`src/rtl/lsu_pkg.sv`:
```
// Shared definitions for the load/store unit: funct3 codes, FSM states and access checking.
package lsu_pkg;

  localparam logic [2:0] F3Byte   = 3'b000;
  localparam logic [2:0] F3Half   = 3'b001;
  localparam logic [2:0] F3Word   = 3'b010;
  localparam logic [2:0] F3ByteU  = 3'b100;
  localparam logic [2:0] F3HalfU  = 3'b101;

  typedef enum logic [0:0] {StIdle, StRmwWr} lsu_state_e;

  // Misaligned offset or an encoding that is not legal for the access direction.
  function automatic logic access_err(logic we, logic [2:0] funct3, logic [1:0] off);
    logic err;
    case (funct3)
      F3Byte:  err = 1'b0;
      F3Half:  err = off[0];
      F3Word:  err = (off != 2'b00);
      F3ByteU: err = we;
      F3HalfU: err = we | off[0];
      default: err = 1'b1;
    endcase
    return err;
  endfunction

endpackage

```
`src/rtl/lsu_align.sv`:
```
// Lane extraction with sign/zero extension for loads, and lane merge for sub-word stores.
module lsu_align
  import lsu_pkg::*;
#(
  parameter int unsigned Width = 32
) (
  input  logic [2:0]       funct3_i,
  input  logic [1:0]       byte_off_i,
  input  logic [Width-1:0] rdata_i,
  input  logic [Width-1:0] wdata_i,
  output logic [Width-1:0] load_data_o,
  output logic [Width-1:0] merged_o
);

  logic [7:0]  byte_val;
  logic [15:0] half_val;

  always_comb begin
    byte_val = rdata_i[{byte_off_i, 3'b000} +: 8];
    half_val = rdata_i[{byte_off_i[1], 4'b0000} +: 16];

    case (funct3_i)
      F3Byte:  load_data_o = {{(Width-8){byte_val[7]}}, byte_val};
      F3Half:  load_data_o = {{(Width-16){half_val[15]}}, half_val};
      F3ByteU: load_data_o = {{(Width-8){1'b0}}, byte_val};
      F3HalfU: load_data_o = {{(Width-16){1'b0}}, half_val};
      default: load_data_o = rdata_i;
    endcase

    merged_o = rdata_i;
    if (funct3_i[1:0] == 2'b00) begin
      merged_o[{byte_off_i, 3'b000} +: 8] = wdata_i[7:0];
    end else if (funct3_i[1:0] == 2'b01) begin
      merged_o[{byte_off_i[1], 4'b0000} +: 16] = wdata_i[15:0];
    end
  end

endmodule

```
`src/rtl/load_store_unit.sv`:
```
// RV32I load/store unit: single-cycle loads and word stores, two-cycle read-modify-write
// for byte/half stores against a word-wide memory with combinational read.
module load_store_unit
  import lsu_pkg::*;
#(
  parameter int unsigned AddrWidth = 8,
  parameter int unsigned Width     = 32
) (
  input  logic                 clk_i,
  input  logic                 rst_ni,
  input  logic                 req_valid_i,
  output logic                 req_ready_o,
  input  logic                 req_we_i,
  input  logic [2:0]           req_funct3_i,
  input  logic [31:0]          req_addr_i,
  input  logic [Width-1:0]     req_wdata_i,
  output logic                 resp_valid_o,
  output logic [Width-1:0]     resp_rdata_o,
  output logic                 resp_err_o,
  output logic                 mem_write_en_o,
  output logic [AddrWidth-1:0] mem_addr_o,
  output logic [Width-1:0]     mem_write_data_o,
  input  logic [Width-1:0]     mem_read_data_i
);

  lsu_state_e           state_q, state_d;
  logic                 resp_valid_q, resp_valid_d;
  logic                 resp_err_q, resp_err_d;
  logic [Width-1:0]     resp_rdata_q, resp_rdata_d;
  logic [Width-1:0]     merged_q, merged_d;
  logic [AddrWidth-1:0] addr_q, addr_d;

  logic                 accept, err, is_sw;
  logic [AddrWidth-1:0] req_word;
  logic [Width-1:0]     load_data, merged;

  // Address bits above the memory window wrap and are deliberately dropped.
  logic unused_addr;
  assign unused_addr = ^req_addr_i[31:AddrWidth+2];

  assign req_word    = req_addr_i[AddrWidth+1:2];
  assign req_ready_o = (state_q == StIdle);
  assign accept      = req_valid_i & req_ready_o;
  assign err         = access_err(req_we_i, req_funct3_i, req_addr_i[1:0]);
  assign is_sw       = req_we_i & (req_funct3_i == F3Word);

  lsu_align #(
    .Width(Width)
  ) u_align (
    .funct3_i   (req_funct3_i),
    .byte_off_i (req_addr_i[1:0]),
    .rdata_i    (mem_read_data_i),
    .wdata_i    (req_wdata_i),
    .load_data_o(load_data),
    .merged_o   (merged)
  );

  always_comb begin
    mem_addr_o       = (state_q == StRmwWr) ? addr_q : req_word;
    mem_write_data_o = (state_q == StRmwWr) ? merged_q : req_wdata_i;
    mem_write_en_o   = (state_q == StRmwWr) | (accept & is_sw & ~err);
  end

  always_comb begin
    state_d      = state_q;
    resp_valid_d = 1'b0;
    resp_err_d   = 1'b0;
    resp_rdata_d = '0;
    merged_d     = merged_q;
    addr_d       = addr_q;
    unique case (state_q)
      StIdle: begin
        if (accept) begin
          if (err) begin
            resp_valid_d = 1'b1;
            resp_err_d   = 1'b1;
          end else if (!req_we_i) begin
            resp_valid_d = 1'b1;
            resp_rdata_d = load_data;
          end else if (is_sw) begin
            resp_valid_d = 1'b1;
          end else begin
            state_d  = StRmwWr;
            merged_d = merged;
            addr_d   = req_word;
          end
        end
      end
      StRmwWr: begin
        state_d      = StIdle;
        resp_valid_d = 1'b1;
      end
    endcase
  end

  always_ff @(posedge clk_i or negedge rst_ni) begin
    if (!rst_ni) begin
      state_q      <= StIdle;
      resp_valid_q <= 1'b0;
      resp_err_q   <= 1'b0;
      resp_rdata_q <= '0;
      merged_q     <= '0;
      addr_q       <= '0;
    end else begin
      state_q      <= state_d;
      resp_valid_q <= resp_valid_d;
      resp_err_q   <= resp_err_d;
      resp_rdata_q <= resp_rdata_d;
      merged_q     <= merged_d;
      addr_q       <= addr_d;
    end
  end

  assign resp_valid_o = resp_valid_q;
  assign resp_err_o   = resp_err_q;
  assign resp_rdata_o = resp_rdata_q;

endmodule

```
`config.mk`:
```
export PLATFORM = sky130hd
export DESIGN_NAME = load_store_unit
export DESIGN_NICKNAME = d
export VERILOG_FILES = /design/src/rtl/lsu_pkg.sv /design/src/rtl/lsu_align.sv /design/src/rtl/load_store_unit.sv
export SDC_FILE = /design/constraint.sdc
export NUM_CORES = 1
export LEC_CHECK = 0
export BUFFER_PORTS_ARGS = -buffer_cell sky130_fd_sc_hd__buf_2
export CAP_MARGIN = 20
export CORE_MARGIN = 2
export CORE_UTILIZATION = 30
export CTS_BUF_LIST = sky130_fd_sc_hd__clkbuf_8 sky130_fd_sc_hd__clkbuf_16
export DETAILED_ROUTE_END_ITERATION = 7
export PLACE_DENSITY = 0.52
export SETUP_SLACK_MARGIN = 0.4
export SLEW_MARGIN = 5
export SYNTH_ARGS = -nofsm -noshare
export SYNTH_HDL_FRONTEND = slang
export SYNTH_SLANG_ARGS = --single-unit
```
`constraint.sdc`:
```
create_clock -name clk_i -period 2 [get_ports clk_i]
set_input_delay 0.1 -clock clk_i [delete_from_list [all_inputs] [get_ports clk_i]]
set_output_delay 0.1 -clock clk_i [all_outputs]
set_load 0.02 [all_outputs]
```
==> flow_summary.json, run 1 <==
{
  "clock_latency_ns": 0.34,
  "grt_pass1_wl_mm": 21.0,
  "worstRegToRegCells": 4,
  "synth_area_sq_um": 4300,
  "coreArea_sq_um": 13900,
  "status": "finished clean",
  "start_kind": "flip-flop",
  "syn_inst": 430,
  "leakagePower_uw": 0.00297,
  "crit_arrival_ns": 1.56,
  "hold_depth": 2,
  "layout.cells.most_common": "buf_2",
  "design_area_sq_um": 5880,
  "antenna_left": 0,
  "dieArea_sq_um": 15300,
  "stdcell_count": 780,
  "final.setup.tns_ns": 0,
  "numCtsBuffers": 9,
  "hold_end": "addr_q[7]$_DFFE_PN0P_",
  "gr-total-overflow": 0,
  "ys_seq_elements": 75,
  "synth.top_cell.area_share": 0.436,
  "p_switching_uw": 1260,
  "period_needed_ns": 1.66,
  "power_frac_seq": 0.413,
  "powerDensity_nw_per_um2": 756,
  "die_x_um": 124,
  "hold_viol_final": 0,
  "cts_tree": "yes",
  "gp_congestion": 0.869,
  "port-buffer-count": 156,
  "fillCellCount": 1355,
  "final_cell_mix": "buf_2, dfrtp_1, mux2_2",
  "drt_pass1_iterations": 5,
  "start_util": 0.309,
  "pwr-share-comb": 0.202,
  "fin_skew_ns": 0.0102,
  "place_inst": 752,
  "ys_types": 41,
  "wl_per_cell_um": 18.2,
  "ys_warn_count": 0,
  "viasPerCell": 5.20,
  "cp.required_ns": 1.90,
  "antenna_found_initial": 0,
  "clock-sinks": 75,
  "hp-class": "in -> reg",
  "dp_hpwl_mm": 10.5,
  "grt_start_max_net_pins": 59,
  "drive_gt1_frac": 0.457,
  "peakVddDrop_uv": 387,
  "slew_headroom": 0.487,
  "die_height_um": 124,
  "reg2reg_slack_ns": 0.40,
  "synth_area_leaders": "dfrtp_1, mux2_2, a221oi_1",
  "final_core_util": 0.422,
  "pin_count": 179,
  "synthToLayoutAreaGrowth_pct": 36.7,
  "post_dp_cell_area_sq_um": 5410,
  "grt_usage": 0.186,
  "nets": 704,
  "synth_top_area_cell": "dfrtp_1",
  "worst_slack_ns": 0.340,
  "cts_max_level": 3,
  "clock.fmax_mhz": 603,
  "clockRootBuffer": "clkbuf_16",
  "slew_viol_final": 0,
  "rsz0062_at_grt": "true",
  "syn_area_per_cell_sq_um": 10.0,
  "path_clk_slew_ns": 0.06,
  "pre_cts_slack_ns": 0.106,
  "endpoint_kind": "output port",
  "cp_max_fo": 42,
  "worst_r2r_endpoint": "resp_rdata_o[16]$_DFF_PN0_",
  "maxCapViolations": 0,
  "setup_viol": 0,
  "timing.rr.start": "state_q$_DFF_PN0_",
  "cts_buffer_depth": 2,
  "crit_type": "reg -> out",
  "grt_pass1_vias": 3816,
  "clkPwrFrac": 0.385,
  "finalCritPeriodShare": 0.830,
  "worstHoldStart": "req_addr_i[9]",
  "synth-seq-area-share": 0.436,
  "rows": 43,
  "drcViolationCount": 0,
  "worst-slew-pin-transition_ns": 0.770,
  "drt_wl_total_mm": 14.2,
  "drtIter0Drc": 377,
  "vias": 4057,
  "synth_fp_nets": 538,
  "swShare": 0.283,
  "diodes": 0,
  "intPower_uw": 3190
}
## layer usage
layer / GRT usage / up-vias / share of wire
li1: - / 1921 / -
met1: 0.254 / 1937 / 0.44
met2: 0.277 / 173 / 0.46
met3: 0.0398 / 26 / 0.067
met4: 0.0909 / 0 / 0.031
met5: 0 / - / 0
## Yosys cell counts
| library cell | count |
|---|---|
| a311oi_1 | 7 |
| o22ai_4 | 1 |
| and3b_1 | 1 |
| a21oi_2 | 11 |
| a21oi_1 | 40 |
| clkbuf_2 | 1 |
| a41o_1 | 2 |
| o21ai_0 | 18 |
| o21ai_1 | 1 |
| a32oi_1 | 1 |
| a221oi_1 | 34 |
| nor3b_1 | 1 |
| a221o_2 | 1 |
| or4b_2 | 1 |
| or3_1 | 8 |
| ha_1 | 5 |
| buf_1 | 3 |
| mux4_2 | 1 |
| nor3_1 | 7 |
| a22oi_1 | 7 |
| a211oi_1 | 8 |
| or2_2 | 1 |
| nand3_1 | 6 |
| nor3b_2 | 1 |
| mux2_2 | 48 |
| nor2_1 | 13 |
| nor4bb_1 | 1 |
| nor2b_1 | 2 |
| dfrtp_1 | 75 |
| buf_4 | 2 |
| a21o_1 | 16 |
| buf_6 | 1 |
| nand2b_1 | 5 |
| buf_2 | 8 |
| nand2_1 | 22 |
| clkbuf_1 | 18 |
| nand4_2 | 1 |
| inv_1 | 42 |
| mux2i_1 | 7 |
| a221o_1 | 1 |
| and4b_1 | 1 |
## through the flow
step	power, uW	hold slack (ns)
after floorplan	2370	-0.196
after global placement	2720	0.224
after detailed placement	2740	0.234
after CTS	4470	0.00555
after global routing	4670	0.0144
final	4440	0.0115
## worst max path at each step
stage | startpoint | to | slack (ns) | cells after the start
after floorplan | req_addr_i[1] | merged_q[0]$_DFFE_PN0P_ | 0.31 | 7
after global placement | req_addr_i[1] | merged_q[2]$_DFFE_PN0P_ | 0.14 | 7
after detailed placement | req_addr_i[1] | merged_q[5]$_DFFE_PN0P_ | 0.11 | 7
after CTS | state_q$_DFF_PN0_ | mem_write_data_o[7] | 0.34 | 3
after global routing | state_q$_DFF_PN0_ | resp_rdata_o[17]$_DFF_PN0_ | 0.29 | 4
final | state_q$_DFF_PN0_ | mem_write_data_o[6] | 0.34 | 3
## area by class of cell
class / instances / area [sq um] / area share
clock buffer: 9 / 225 / 0.0383
clock inverter: 6 / 82.6 / 0.0140
inverter: 42 / 161 / 0.0274
multi-input combinational: 281 / 2230 / 0.379
sequential: 75 / 1880 / 0.319
tap: 180 / 225 / 0.0383
timing repair buffer: 187 / 1080 / 0.183
## logic make-up after synthesis
family          synth area share
compound gates             0.245
fa+ha+maj                 0.0145
buf+inv                   0.0715
flops                      0.436
mux                        0.147
simple gates              0.0855
## power groups by stage
stage,Clock [uW],Combinational [uW],Sequential (uW)
6_report,1710,899,1840
5_1_grt,1810,992,1860
4_1_cts,1740,894,1840
3_5_place_dp,0,873,1860
3_3_place_gp,0,858,1860
2_1_floorplan,0,519,1850
## worst max-delay path, stage by stage, from the launching register on
cell     delay, ns
dfrtp_2       0.40
buf_12        0.23
mux2_2        0.38
buf_2         0.16
## sequential cells by signal, summed over array words and instances (netlist names)
signal	flops
merged_q	32
resp_rdata_o	32
addr_q	8
resp_err_o	1
resp_valid_o	1
state_q	1
## repair_timing
| action | CTS | global route |
|---|---|---|
| buffers inserted | 0 | 4 |
| endpoints found under the hold margin | 63 | 0 |
| resized for setup | 4 | 3 |
| hold buffers | 8 | 0 |
| gates cloned | 0 | 1 |
| endpoints found under the setup margin | 43 | 78 |
| pin swaps | 0 | 1 |
Power figures use the tool's default switching activity.
==> inputs of run 2 (changes only) <==
Settings changed: PLACE_DENSITY 0.52 to 0.54.
Clock period 2 ns to 1.5 ns, I/O delays scaled along.
==> run 2 against run 1 <==
Compared with the run above:
- the run now ends with negative setup slack left
- worst hold slack worse by 0.0014 ns
- final area rose by 24%
- combinational power rose by 77%
- via count rose by 7.4%
- flip-flop and latch count unchanged
- first-iteration DRC count is 27% lower
- clock power rose by 37%
- global-route usage rose by 3.4 points
- highest routed layer unchanged
- clock skew decreased by 0.0054 ns
- non-clock buffer count rose by 44
- power grew 44%
==> flow_summary.json, run 2 (synthesized netlist as in run 1, its figures left out) <==
{
  "fillCellCount": 1236,
  "leakagePower_uw": 0.00359,
  "hp-class": "in -> reg",
  "clock.fmax_mhz": 619,
  "cts_tree": "yes",
  "drtIter0Drc": 277,
  "grt_start_max_net_pins": 76,
  "drt_wl_total_mm": 16.8,
  "port-buffer-count": 156,
  "powerDensity_nw_per_um2": 877,
  "final_core_util": 0.524,
  "path_clk_slew_ns": 0.06,
  "grt_usage": 0.220,
  "drive_gt1_frac": 0.571,
  "gp_congestion": 0.871,
  "cp_max_fo": 16,
  "post_dp_cell_area_sq_um": 5810,
  "grt_pass1_vias": 4491,
  "crit_type": "reg -> reg",
  "rows": 43,
  "coreArea_sq_um": 13900,
  "start_util": 0.309,
  "endpoint_kind": "flip-flop",
  "drcViolationCount": 0,
  "cp.required_ns": 1.77,
  "clock_latency_ns": 0.35,
  "cts_buffer_depth": 2,
  "met3_length_mm": 1.33,
  "violations": "negative setup slack",
  "antenna_left": 0,
  "dieArea_sq_um": 15300,
  "slew_viol_final": 0,
  "clock-sinks": 75,
  "die_height_um": 124,
  "synthToLayoutAreaGrowth_pct": 69.7,
  "p_total_uw": 6410,
  "cts_max_level": 3,
  "rsz0062_at_grt": "true",
  "period_needed_ns": 1.62,
  "numCtsBuffers": 9,
  "antenna_found_initial": 0,
  "worst-slew-pin-transition_ns": 0.898,
  "setup_viol": 69,
  "diodes": 0,
  "vias": 4359,
  "die_x_um": 124,
  "wl_met2_mm": 8.05,
  "layout.cells.most_common": "buf_2",
  "worst_slack_ns": -0.115,
  "clockRootBuffer": "clkbuf_16",
  "final_cell_mix": "buf_2, dfrtp_1, inv_1",
  "drt_pass1_iterations": 4,
  "wirelength_met1_mm": 7.08,
  "status": "finished with violations",
  "dp_hpwl_mm": 11.7,
  "viasPerCell": 5.29,
  "hold_ws_ns": 0.0101,
  "start_kind": "flip-flop",
  "pin_count": 179,
  "slew_headroom": 0.401,
  "gr-total-overflow": 0,
  "fin_skew_ns": 0.00485,
  "design_area_sq_um": 7300,
  "nets": 747,
  "wl_per_cell_um": 20.4,
  "hold_viol_final": 0,
  "crit_arrival_ns": 1.88,
  "maxCapViolations": 0,
  "peakVddDrop_uv": 602,
  "maxUsedRoutingLayer": "met4",
  "final.setup.tns_ns": -5.04,
  "finalCritPeriodShare": 1.08,
  "grt_pass1_wl_mm": 24.7
}
-- run 2: layout make-up --
| cell class | count | area (sq um) | share of cell area |
|---|---|---|---|
| Tap cell | 180 | 225 | 0.0308 |
| Sequential cell | 75 | 1880 | 0.257 |
| Multi-Input combinational cell | 280 | 2770 | 0.379 |
| Clock inverter | 6 | 81.3 | 0.0111 |
| Inverter | 42 | 164 | 0.0225 |
| Timing Repair Buffer | 231 | 1950 | 0.266 |
| Clock buffer | 10 | 239 | 0.0327 |
-- run 2: path summary, 6_finish.rpt --
kind / from / end / slack, ns / cells past startpoint
max in group asynchronous: rst_ni / state_q$_DFF_PN0_ / 0.89 / 3
min in group asynchronous: rst_ni / resp_valid_o$_DFF_PN0_ / 0.30 / 3
hold reg to reg: merged_q[13]$_DFFE_PN0P_ / merged_q[13]$_DFFE_PN0P_ / 0.48 / 1
setup / recovery: state_q$_DFF_PN0_ / resp_rdata_o[18]$_DFF_PN0_ / -0.12 / 6
hold / removal: req_valid_i / resp_err_o$_DFF_PN0_ / 0.01 / 3
setup reg to reg: state_q$_DFF_PN0_ / resp_rdata_o[18]$_DFF_PN0_ / -0.12 / 6
-- run 2: layer usage --
layer  vias to the layer above  GRT usage
met5                         -          0
met4                         0     0.0795
li1                       1998          -
met3                        26     0.0554
met2                       178      0.346
met1                      2157      0.293
-- run 2: per-stage QoR --
step,instances,setup slack (ns)
2_1_floorplan,430,-0.168
3_3_place_gp,778,-0.324
3_5_place_dp,778,-0.347
4_1_cts,819,-0.123
5_1_grt,824,-0.166
6_report,824,-0.115
-- run 2: critical path, cell delays in order, from the launching register on --
cell and delay [ns]:
dfrtp_2 0.44, buf_4 0.15, nor3b_4 0.23, o21ai_4 0.10, a221o_2 0.34, buf_12 0.17
a21oi_2 0.11
-- run 2: what timing repair did --
| action | CTS | global route |
|---|---|---|
| pin swaps | 2 | 6 |
| setup endpoints to repair | 115 | 115 |
| hold buffers | 9 | 0 |
| cloned | 7 | 1 |
| buffers inserted | 9 | 4 |
| gates resized for setup | 145 | 23 |
| endpoints found under the hold margin | 83 | 0 |
-- run 2: report_power, final --
part	internal [uW]	switching (uW)	leakage, uW
Sequential	2300	169	0.000943
Combinational	754	837	0.00248
Clock	1490	853	0.000165
